File: src/rtl/game_flow_ctrl.sv
// Breakout game sequencer: debounced start/pause keys, the serve/play/pause/win/over
// state machine, and the lives, score and remaining-brick bookkeeping.

module key_debounce #(
    parameter int DEBOUNCE_CYC = 250000
) (
    input  logic clk,
    input  logic rst_n,
    input  logic key,
    output logic press
);
    localparam int CW = (DEBOUNCE_CYC > 1) ? $clog2(DEBOUNCE_CYC + 1) : 1;
    localparam logic [CW-1:0] CNT_MAX = CW'(DEBOUNCE_CYC - 1);

    logic [1:0]    sync;
    logic          sample;
    logic          level;
    logic [CW-1:0] cnt;

    // Raw key is active-low; everything after the synchronizer is active-high.
    assign sample = ~sync[1];

    // NOTE: sequential state uses non-blocking assignments so every flop samples
    // pre-edge values regardless of statement order.
    always_ff @(posedge clk or negedge rst_n) begin
        if (!rst_n) begin
            sync  <= 2'b11;
            level <= 1'b0;
            cnt   <= '0;
            press <= 1'b0;
        end else begin
            sync  <= {sync[0], key};
            press <= 1'b0;
            if (sample == level) begin
                cnt <= '0;
            end else if (cnt == CNT_MAX) begin
                level <= sample;
                cnt   <= '0;
                press <= sample;
            end else begin
                cnt <= cnt + CW'(1);
            end
        end
    end
endmodule

module game_flow_ctrl #(
    parameter int NUM_BRICKS       = 50,
    parameter int INIT_LIVES       = 3,
    parameter int POINTS_PER_BRICK = 10,
    parameter int DEBOUNCE_CYC     = 250000,
    parameter int SERVE_CYC        = 25000000
) (
    input  logic                  vga_clk,
    input  logic                  sys_rst_n,
    input  logic                  start_key,
    input  logic                  pause_key,
    input  logic                  lose_sig,
    input  logic [NUM_BRICKS-1:0] brick_collision,
    output logic [1:0]            game_state,
    output logic                  game_reset,
    output logic [2:0]            lives,
    output logic [15:0]           score,
    output logic [5:0]            bricks_left,
    output logic                  serve_active
);
    localparam int SCW = (SERVE_CYC > 1) ? $clog2(SERVE_CYC + 1) : 1;
    localparam logic [SCW-1:0] SERVE_MAX   = SCW'(SERVE_CYC - 1);
    localparam logic [2:0]     LIVES_INIT  = 3'(INIT_LIVES);
    localparam logic [5:0]     BRICKS_INIT = 6'(NUM_BRICKS);

    typedef enum logic [2:0] {
        IDLE,
        SERVE,
        PLAY,
        PAUSE,
        WIN,
        OVER
    } state_t;

    state_t                state, state_nxt;
    logic [SCW-1:0]        serve_cnt, serve_cnt_nxt;
    logic [2:0]            lives_nxt;
    logic [15:0]           score_nxt;
    logic [5:0]            bricks_nxt;
    logic                  game_reset_nxt;
    logic [NUM_BRICKS-1:0] prev_collision;
    logic [NUM_BRICKS-1:0] new_hits;
    logic                  lose_prev;
    logic                  lose_edge;
    logic                  start_press;
    logic                  pause_press;
    logic [5:0]            hit_cnt;
    logic [16:0]           score_sum;
    logic                  win_now;

    key_debounce #(.DEBOUNCE_CYC(DEBOUNCE_CYC)) u_start_db (
        .clk   (vga_clk),
        .rst_n (sys_rst_n),
        .key   (start_key),
        .press (start_press)
    );

    key_debounce #(.DEBOUNCE_CYC(DEBOUNCE_CYC)) u_pause_db (
        .clk   (vga_clk),
        .rst_n (sys_rst_n),
        .key   (pause_key),
        .press (pause_press)
    );

    // NOTE: every always_comb output gets a default before any branch, so no path
    // leaves a value unassigned and no latch is inferred.
    always_comb begin
        new_hits = brick_collision & ~prev_collision;
        hit_cnt  = '0;
        for (int i = 0; i < NUM_BRICKS; i++) begin
            hit_cnt = hit_cnt + 6'(new_hits[i]);
        end
    end

    assign lose_edge = lose_sig & ~lose_prev;
    assign score_sum = {1'b0, score} + 17'(hit_cnt) * 17'(POINTS_PER_BRICK);
    assign win_now   = (hit_cnt >= bricks_left);

    always_comb begin
        state_nxt      = state;
        serve_cnt_nxt  = serve_cnt;
        lives_nxt      = lives;
        score_nxt      = score;
        bricks_nxt     = bricks_left;
        game_reset_nxt = 1'b0;

        case (state)
            IDLE, WIN, OVER: begin
                if (start_press) begin
                    state_nxt      = SERVE;
                    serve_cnt_nxt  = '0;
                    lives_nxt      = LIVES_INIT;
                    score_nxt      = '0;
                    bricks_nxt     = BRICKS_INIT;
                    game_reset_nxt = 1'b1;
                end
            end

            SERVE: begin
                if (serve_cnt == SERVE_MAX) begin
                    state_nxt     = PLAY;
                    serve_cnt_nxt = '0;
                end else begin
                    serve_cnt_nxt = serve_cnt + SCW'(1);
                end
            end

            PLAY: begin
                score_nxt  = score_sum[16] ? 16'hFFFF : score_sum[15:0];
                bricks_nxt = win_now ? 6'd0 : bricks_left - hit_cnt;
                // A win outranks a lose in the same cycle; pause yields to both.
                if (win_now) begin
                    state_nxt = WIN;
                end else if (lose_edge) begin
                    if (lives <= 3'd1) begin
                        lives_nxt = 3'd0;
                        state_nxt = OVER;
                    end else begin
                        lives_nxt      = lives - 3'd1;
                        state_nxt      = SERVE;
                        serve_cnt_nxt  = '0;
                        game_reset_nxt = 1'b1;
                    end
                end else if (pause_press) begin
                    state_nxt = PAUSE;
                end
            end

            PAUSE: begin
                if (pause_press) begin
                    state_nxt = PLAY;
                end
            end

            default: begin
                state_nxt = IDLE;
            end
        endcase
    end

    // Edge-detect history is tracked in every state so a pending lose or a held
    // brick flag is never counted twice across a pause or serve.
    always_ff @(posedge vga_clk or negedge sys_rst_n) begin
        if (!sys_rst_n) begin
            state          <= IDLE;
            serve_cnt      <= '0;
            lives          <= LIVES_INIT;
            score          <= '0;
            bricks_left    <= BRICKS_INIT;
            game_reset     <= 1'b0;
            prev_collision <= '0;
            lose_prev      <= 1'b0;
        end else begin
            state          <= state_nxt;
            serve_cnt      <= serve_cnt_nxt;
            lives          <= lives_nxt;
            score          <= score_nxt;
            bricks_left    <= bricks_nxt;
            game_reset     <= game_reset_nxt;
            prev_collision <= brick_collision;
            lose_prev      <= lose_sig;
        end
    end

    always_comb begin
        case (state)
            PLAY:    game_state = 2'b01;
            WIN:     game_state = 2'b10;
            OVER:    game_state = 2'b11;
            default: game_state = 2'b00;
        endcase
    end

    assign serve_active = (state == SERVE);
endmodule

File: config.mk
export PLATFORM = sky130hd
export DESIGN_NAME = game_flow_ctrl
export DESIGN_NICKNAME = d
export VERILOG_FILES = /design/src/rtl/game_flow_ctrl.sv
export SDC_FILE = /design/constraint.sdc
export NUM_CORES = 1
export LEC_CHECK = 0
export CORE_ASPECT_RATIO = 1.1
export CORE_MARGIN = 5
export CORE_UTILIZATION = 55
export DETAILED_ROUTE_END_ITERATION = 12
export PLACE_DENSITY = 0.84
export SYNTH_ARGS = -nofsm -noshare
export SYNTH_HDL_FRONTEND = slang
export SYNTH_SLANG_ARGS = --single-unit
File: constraint.sdc
create_clock -name vga_clk -period 14.5 [get_ports vga_clk]
set_input_delay 2.9 -clock vga_clk [delete_from_list [all_inputs] [get_ports vga_clk]]
set_output_delay 2.9 -clock vga_clk [all_outputs]
set_load 0.05 [all_outputs]
==> results of run 1 <==
==> flip-flops by register name, summed over array words and instances (netlist names) <==
register          cells
bricks_left           6
game_reset            1
lives                 3
lose_prev             1
prev_collision       50
score                16
serve_cnt            25
state                 3
u_pause_db.cnt       18
u_pause_db.level      1
u_pause_db.press      1
u_pause_db.sync       2
u_start_db.cnt       18
u_start_db.level      1
u_start_db.press      1
u_start_db.sync       2
==> metrics by stage <==
stage	hold slack, ns	instances
after floorplan	0.345	793
after global placement	0.346	1055
after detailed placement	0.348	1055
after CTS	0.355	1084
after global routing	0.358	1084
final	0.355	1084
==> cell usage in the layout (no fill, tap or decap), drive strengths merged, types with 5 or more instances in the layout <==
master         netlist  routed
dfrtp              140     140
clkdlybuf4s50        0      82
nor2                72      72
inv                 59      59
o21ai               49      49
fa                  44      44
a21oi               43      43
nand2               38      38
ha                  37      37
nand3               34      34
nand2b              30      30
nor2b               28      28
xor2                26      26
a31oi               26      26
clkbuf              11      23
xnor2               22      22
nor3                18      18
and3                15      15
nand4               12      12
dfstp                9       9
a21o                 8       8
and2                 5       5
a211oi               5       5
==> final timing paths <==
path	endpoint	from
max in group asynchronous	u_start_db.press	sys_rst_n
hold / removal	u_start_db.sync[1]	u_start_db.sync[0]
min in group asynchronous	u_pause_db.cnt[0]	sys_rst_n
hold reg to reg	u_start_db.sync[1]	u_start_db.sync[0]
setup reg to reg	score[13]	prev_collision[0]
setup / recovery	score[13]	brick_collision[5]
==> worst max-delay path: cells and delay by family <==
family / cells / cell delay, ns
buf+inv: 4 / 0.61
fa+ha+maj: 12 / 5.31
xor+xnor: 1 / 0.19
compound gates: 8 / 1.49
simple gates: 5 / 1.07
==> metal layers <==
| layer | wire (µm) | up-vias |
|---|---|---|
| met3 | 675 | 21 |
| met2 | 8520 | 135 |
| met1 | 7050 | 2919 |
| met5 | 0 | - |
| met4 | 258 | 0 |
| li1 | - | 2899 |
==> cell type report <==
| cell class | count | area (µm²) |
|---|---|---|
| timing repair buffer | 85 | 847 |
| multi-input combinational | 566 | 4230 |
| clock inverter | 6 | 80.1 |
| inverter | 59 | 221 |
| sequential | 149 | 3740 |
| fill | 1135 | 5110 |
| tap | 196 | 245 |
| clock buffer | 23 | 458 |
==> cells by family after synthesis <==
| kind of cell | count (synthesis) | synth area share |
|---|---|---|
| and+or+nand+nor | 274 | 0.176 |
| buffers and inverters | 78 | 0.0381 |
| muxes | 2 | 0.00257 |
| xor gates and xnor gates | 48 | 0.0507 |
| DFF | 149 | 0.451 |
| adders and majority gates | 81 | 0.162 |
| AOI/OAI and AO/OA | 161 | 0.119 |
==> impl_metrics.toml, run 1 <==
[outcome]
status = "finished, final reports clean"

[cts]
post-cts-setup-buffers = 0
cts_resized = 0
clockBufferDepth = 2
clk_pin_slew_ns = 0.06
cts_hold_buf = 0
cts.sinks = 149
clk_latency_ns = 0.42
htree_levels = 4
cts_tree = "built"
cts_root_buffer = "clkbuf_16"
cts-buffers-inserted = 17

[yosys]
synth_area_per_cell_um2 = 10.4
synthArstFlopShare = 1.00
yosys.area.top_type_share = 0.423
synth_edf_count = 0
syn-cell-area_mm2 = 0.00829
yosys.area.top_type = "dfrtp_1"
yosysMostFrequentCell = "dfrtp_1"
synth_commonest_cells = "dfrtp_1 (140), nor2_1 (72), inv_1 (59)"
ys_seq_elements = 149
synthTopCellsByArea = "dfrtp_1 (42%), fa_1 (11%), ha_1 (5.6%)"
synth_nets = 929
ys_seq_area_frac = 0.451
yosysUniqueCellTypes = 60
yosys_warnings = 0
netlist_instances = 793
synth_flop_cell = "dfrtp_1"

[routing]
dr_total_vias = 5974
wl_um = 16500
drt_iter0_drc = 526
postRouteAntennaNets = 0
wl_per_cell_um = 15.2
vias_per_cell = 5.51
firstDrtPassIters = 5
drc_errors = 0

[layout]
area_growth_pct = 18.5
antenna_cells = 0
finalNetCount = 1014
final_area_mm2 = 0.00982
layout-drive-gt1-share = 0.0552
fin_util = 0.658

[sta]
tightest_slew_ns = 1.09
setup_tns_ns = 0
rsz0062_at_grt = "no"
fin_crit_ns = 11.23
setup_viol = 0
fin_crit_sh = 0.775
slew_headroom = 0.267
finalMaxSlewViolations = 0
finalHoldViolCount = 0
fin_ws_ns = 3.27
fmax_ghz = 0.0890
clock_skew_ns = 0.00847

[placed_design]
hpwl_um = 12000
io_buffers = 83
preCtsSetupSlack_ns = 2.91
routabilityCongestion = 0.808
placed_area_mm2 = 0.00928

[worst_hold_path]
hold_path_depth = 0
hold_path.class = "flop to flop"

[critical_path]
start_kind = "primary input"
critical_path.max_fanout = 13
required_ns = 14.83
cp-end-kind = "flop"
cpPeakStageDelay_ns = 0.55
rrSetupSlack_ns = 5.81
slowest_stage = "fa_1"
worstRegToRegCells = 28
cp_common_cell = "fa_1"
path_class = "primary input to flop"
crit_arrival_ns = 11.56

[grt]
grt_max_degree = 80
globalRouteMet1Util = 0.261
grt_overflow = 0
grt_pass1_wl_um = 28900
antenna_found_initial = 0
grt_busiest_layer = "met2"
grtUsageMet3 = 0.0451
gr-usage-all-layers = 0.201
grt_util_met2 = 0.338
grt_pass1_vias = 6077

[run]
max_cap_violations = 0

[die]
die_area_mm2 = 0.0176
die_w_um = 127
initial_core_util = 0.555
ios = 84
fp.dieH_um = 139
core_mm2 = 0.0149
row_count = 47
Power of run 1 is left out: the tool's default activity adds up to more than one toggle a clock period on the data nets, which glitch-free logic cannot reach.
==> inputs of run 2 (changes only) <==
==> constraint.sdc (replaced) <==
create_clock -name vga_clk -period 11.5 [get_ports vga_clk]
set_input_delay 2.3 -clock vga_clk [delete_from_list [all_inputs] [get_ports vga_clk]]
set_output_delay 2.3 -clock vga_clk [all_outputs]
set_load 0.05 [all_outputs]
==> run 2 against run 1 <==
  * Sequential cell count stayed put
  * Utilization increased by 0.31 points
  * Global-route usage decreased by 0.81 points
  * Worst setup slack got worse by 2.3 ns
  * Non-clock buffer count unchanged
  * Hold slack got worse by 0.0013 ns
==> impl_metrics.toml, run 2 (same netlist as run 1, synthesis figures left out) <==
[outcome]
status = "finished, final reports clean"

[cts]
cts_tree = "built"
cts_hold_buf = 0
clockBufferDepth = 2
post-cts-setup-buffers = 0
cts_resized = 0
cts-buffers-inserted = 17
clk_pin_slew_ns = 0.06
cts.sinks = 149
clk_latency_ns = 0.42
htree_levels = 4
cts_root_buffer = "clkbuf_16"

[critical_path]
cp_common_cell = "fa_1"
rrSetupSlack_ns = 2.95
critPathBufInv = 4
r2r-end = "score[13]"
path_class = "primary input to flop"
critical_path.max_fanout = 13
start_kind = "primary input"
worstRegToRegCells = 28
cpPeakStageDelay_ns = 0.54
required_ns = 11.82
cp_top_family = "adder cells"
cp-end-kind = "flop"
slowest_stage = "fa_1"
path_depth = 30
crit_arrival_ns = 10.84
r2r-start = "prev_collision[0]"

[sta]
fin_crit_ns = 10.52
fmax_ghz = 0.0950
finalMaxSlewViolations = 0
fin_crit_sh = 0.915
setup_viol = 0
rsz0062_at_grt = "no"
tightest_slew_ns = 1.13
setup_tns_ns = 0
slew_headroom = 0.240
finalHoldViolCount = 0
clock_skew_ns = 0.0116

[layout]
antenna_cells = 0
layout-drive-gt1-share = 0.0551
area_growth_pct = 19.1
finalNetCount = 1014
reg_top3 = "prev_collision x50, serve_cnt x25"
regMostFlops = "prev_collision"
final_cell_mix = "dfrtp_1 (140), clkdlybuf4s50_1 (82), nor2_1 (72)"
largest_reg_flops = 50
final_common_cell = "dfrtp_1"

[routing]
wl_met1_um = 7060
dr_total_vias = 5885
drc_errors = 0
postRouteAntennaNets = 0
vias_per_cell = 5.42
wl_met3_um = 764
top_layer_used = "met4"
firstDrtPassIters = 4
drt_iter0_drc = 454
wl_um = 16000
wl_per_cell_um = 14.8
route.met2.wl_um = 8010

[die]
initial_core_util = 0.555
fp.dieH_um = 139
die_w_um = 127
die_area_mm2 = 0.0176
core_mm2 = 0.0149
row_count = 47
ios = 84

[worst_hold_path]
hp-start = "u_start_db.sync[0]"
hold_path_depth = 0
worstHoldEndpoint = "u_start_db.sync[1]"
hold_path.class = "flop to flop"

[grt]
gr-usage-all-layers = 0.193
grt_pass1_wl_um = 27900
grt_pass1_vias = 6012
grt_overflow = 0
antenna_found_initial = 0
grt_max_degree = 79

[placed_design]
hpwl_um = 11800
routabilityCongestion = 0.810
io_buffers = 83

[run]
max_cap_violations = 0
run 2: changes by cell type in the layout (fill, tap and decap cells not counted):
cell,change
bufinv_16,+1
clkbuf_1,+1
clkbuf_8,+2
clkinv_2,-3
run 2: how the worst max path moves through the flow:
stage / start / endpoint
final: brick_collision[5] / score[13]
after global routing: brick_collision[5] / score[13]
after global placement: brick_collision[5] / score[11]
after floorplan: brick_collision[5] / score[11]
after detailed placement: brick_collision[5] / score[15]
after CTS: brick_collision[5] / score[15]
run 2: cell type report:
type                       instances  area [µm²]
clock buffer                      26         489
clock inverter                     4        95.1
fill                            1140        5070
inverter                          59         221
multi-input combinational        566        4230
sequential                       149        3740
tap                              196         245
timing repair buffer              85         847
run 2: metrics by stage:
step                      instances  setup WS [ns]   util  hold slack (ns)  cell area (µm²)
final                          1085          0.975  0.661            0.353             9870
after global placement         1055          0.759  0.622            0.346             9280
after detailed placement       1055          0.546  0.622            0.347             9280
after CTS                      1085          0.981  0.661            0.354             9870
after global routing           1085          0.595  0.661            0.356             9870
after floorplan                 793           1.61      -            0.345             8290
run 2: layer usage:
layer | GRT usage | vias to the layer above
met3 | 0.0501 | 17
met1 | 0.255 | 2852
li1 | - | 2903
met5 | 0 | -
met4 | 0.0525 | 0
met2 | 0.317 | 113
Power of run 2 is left out for the same reason.
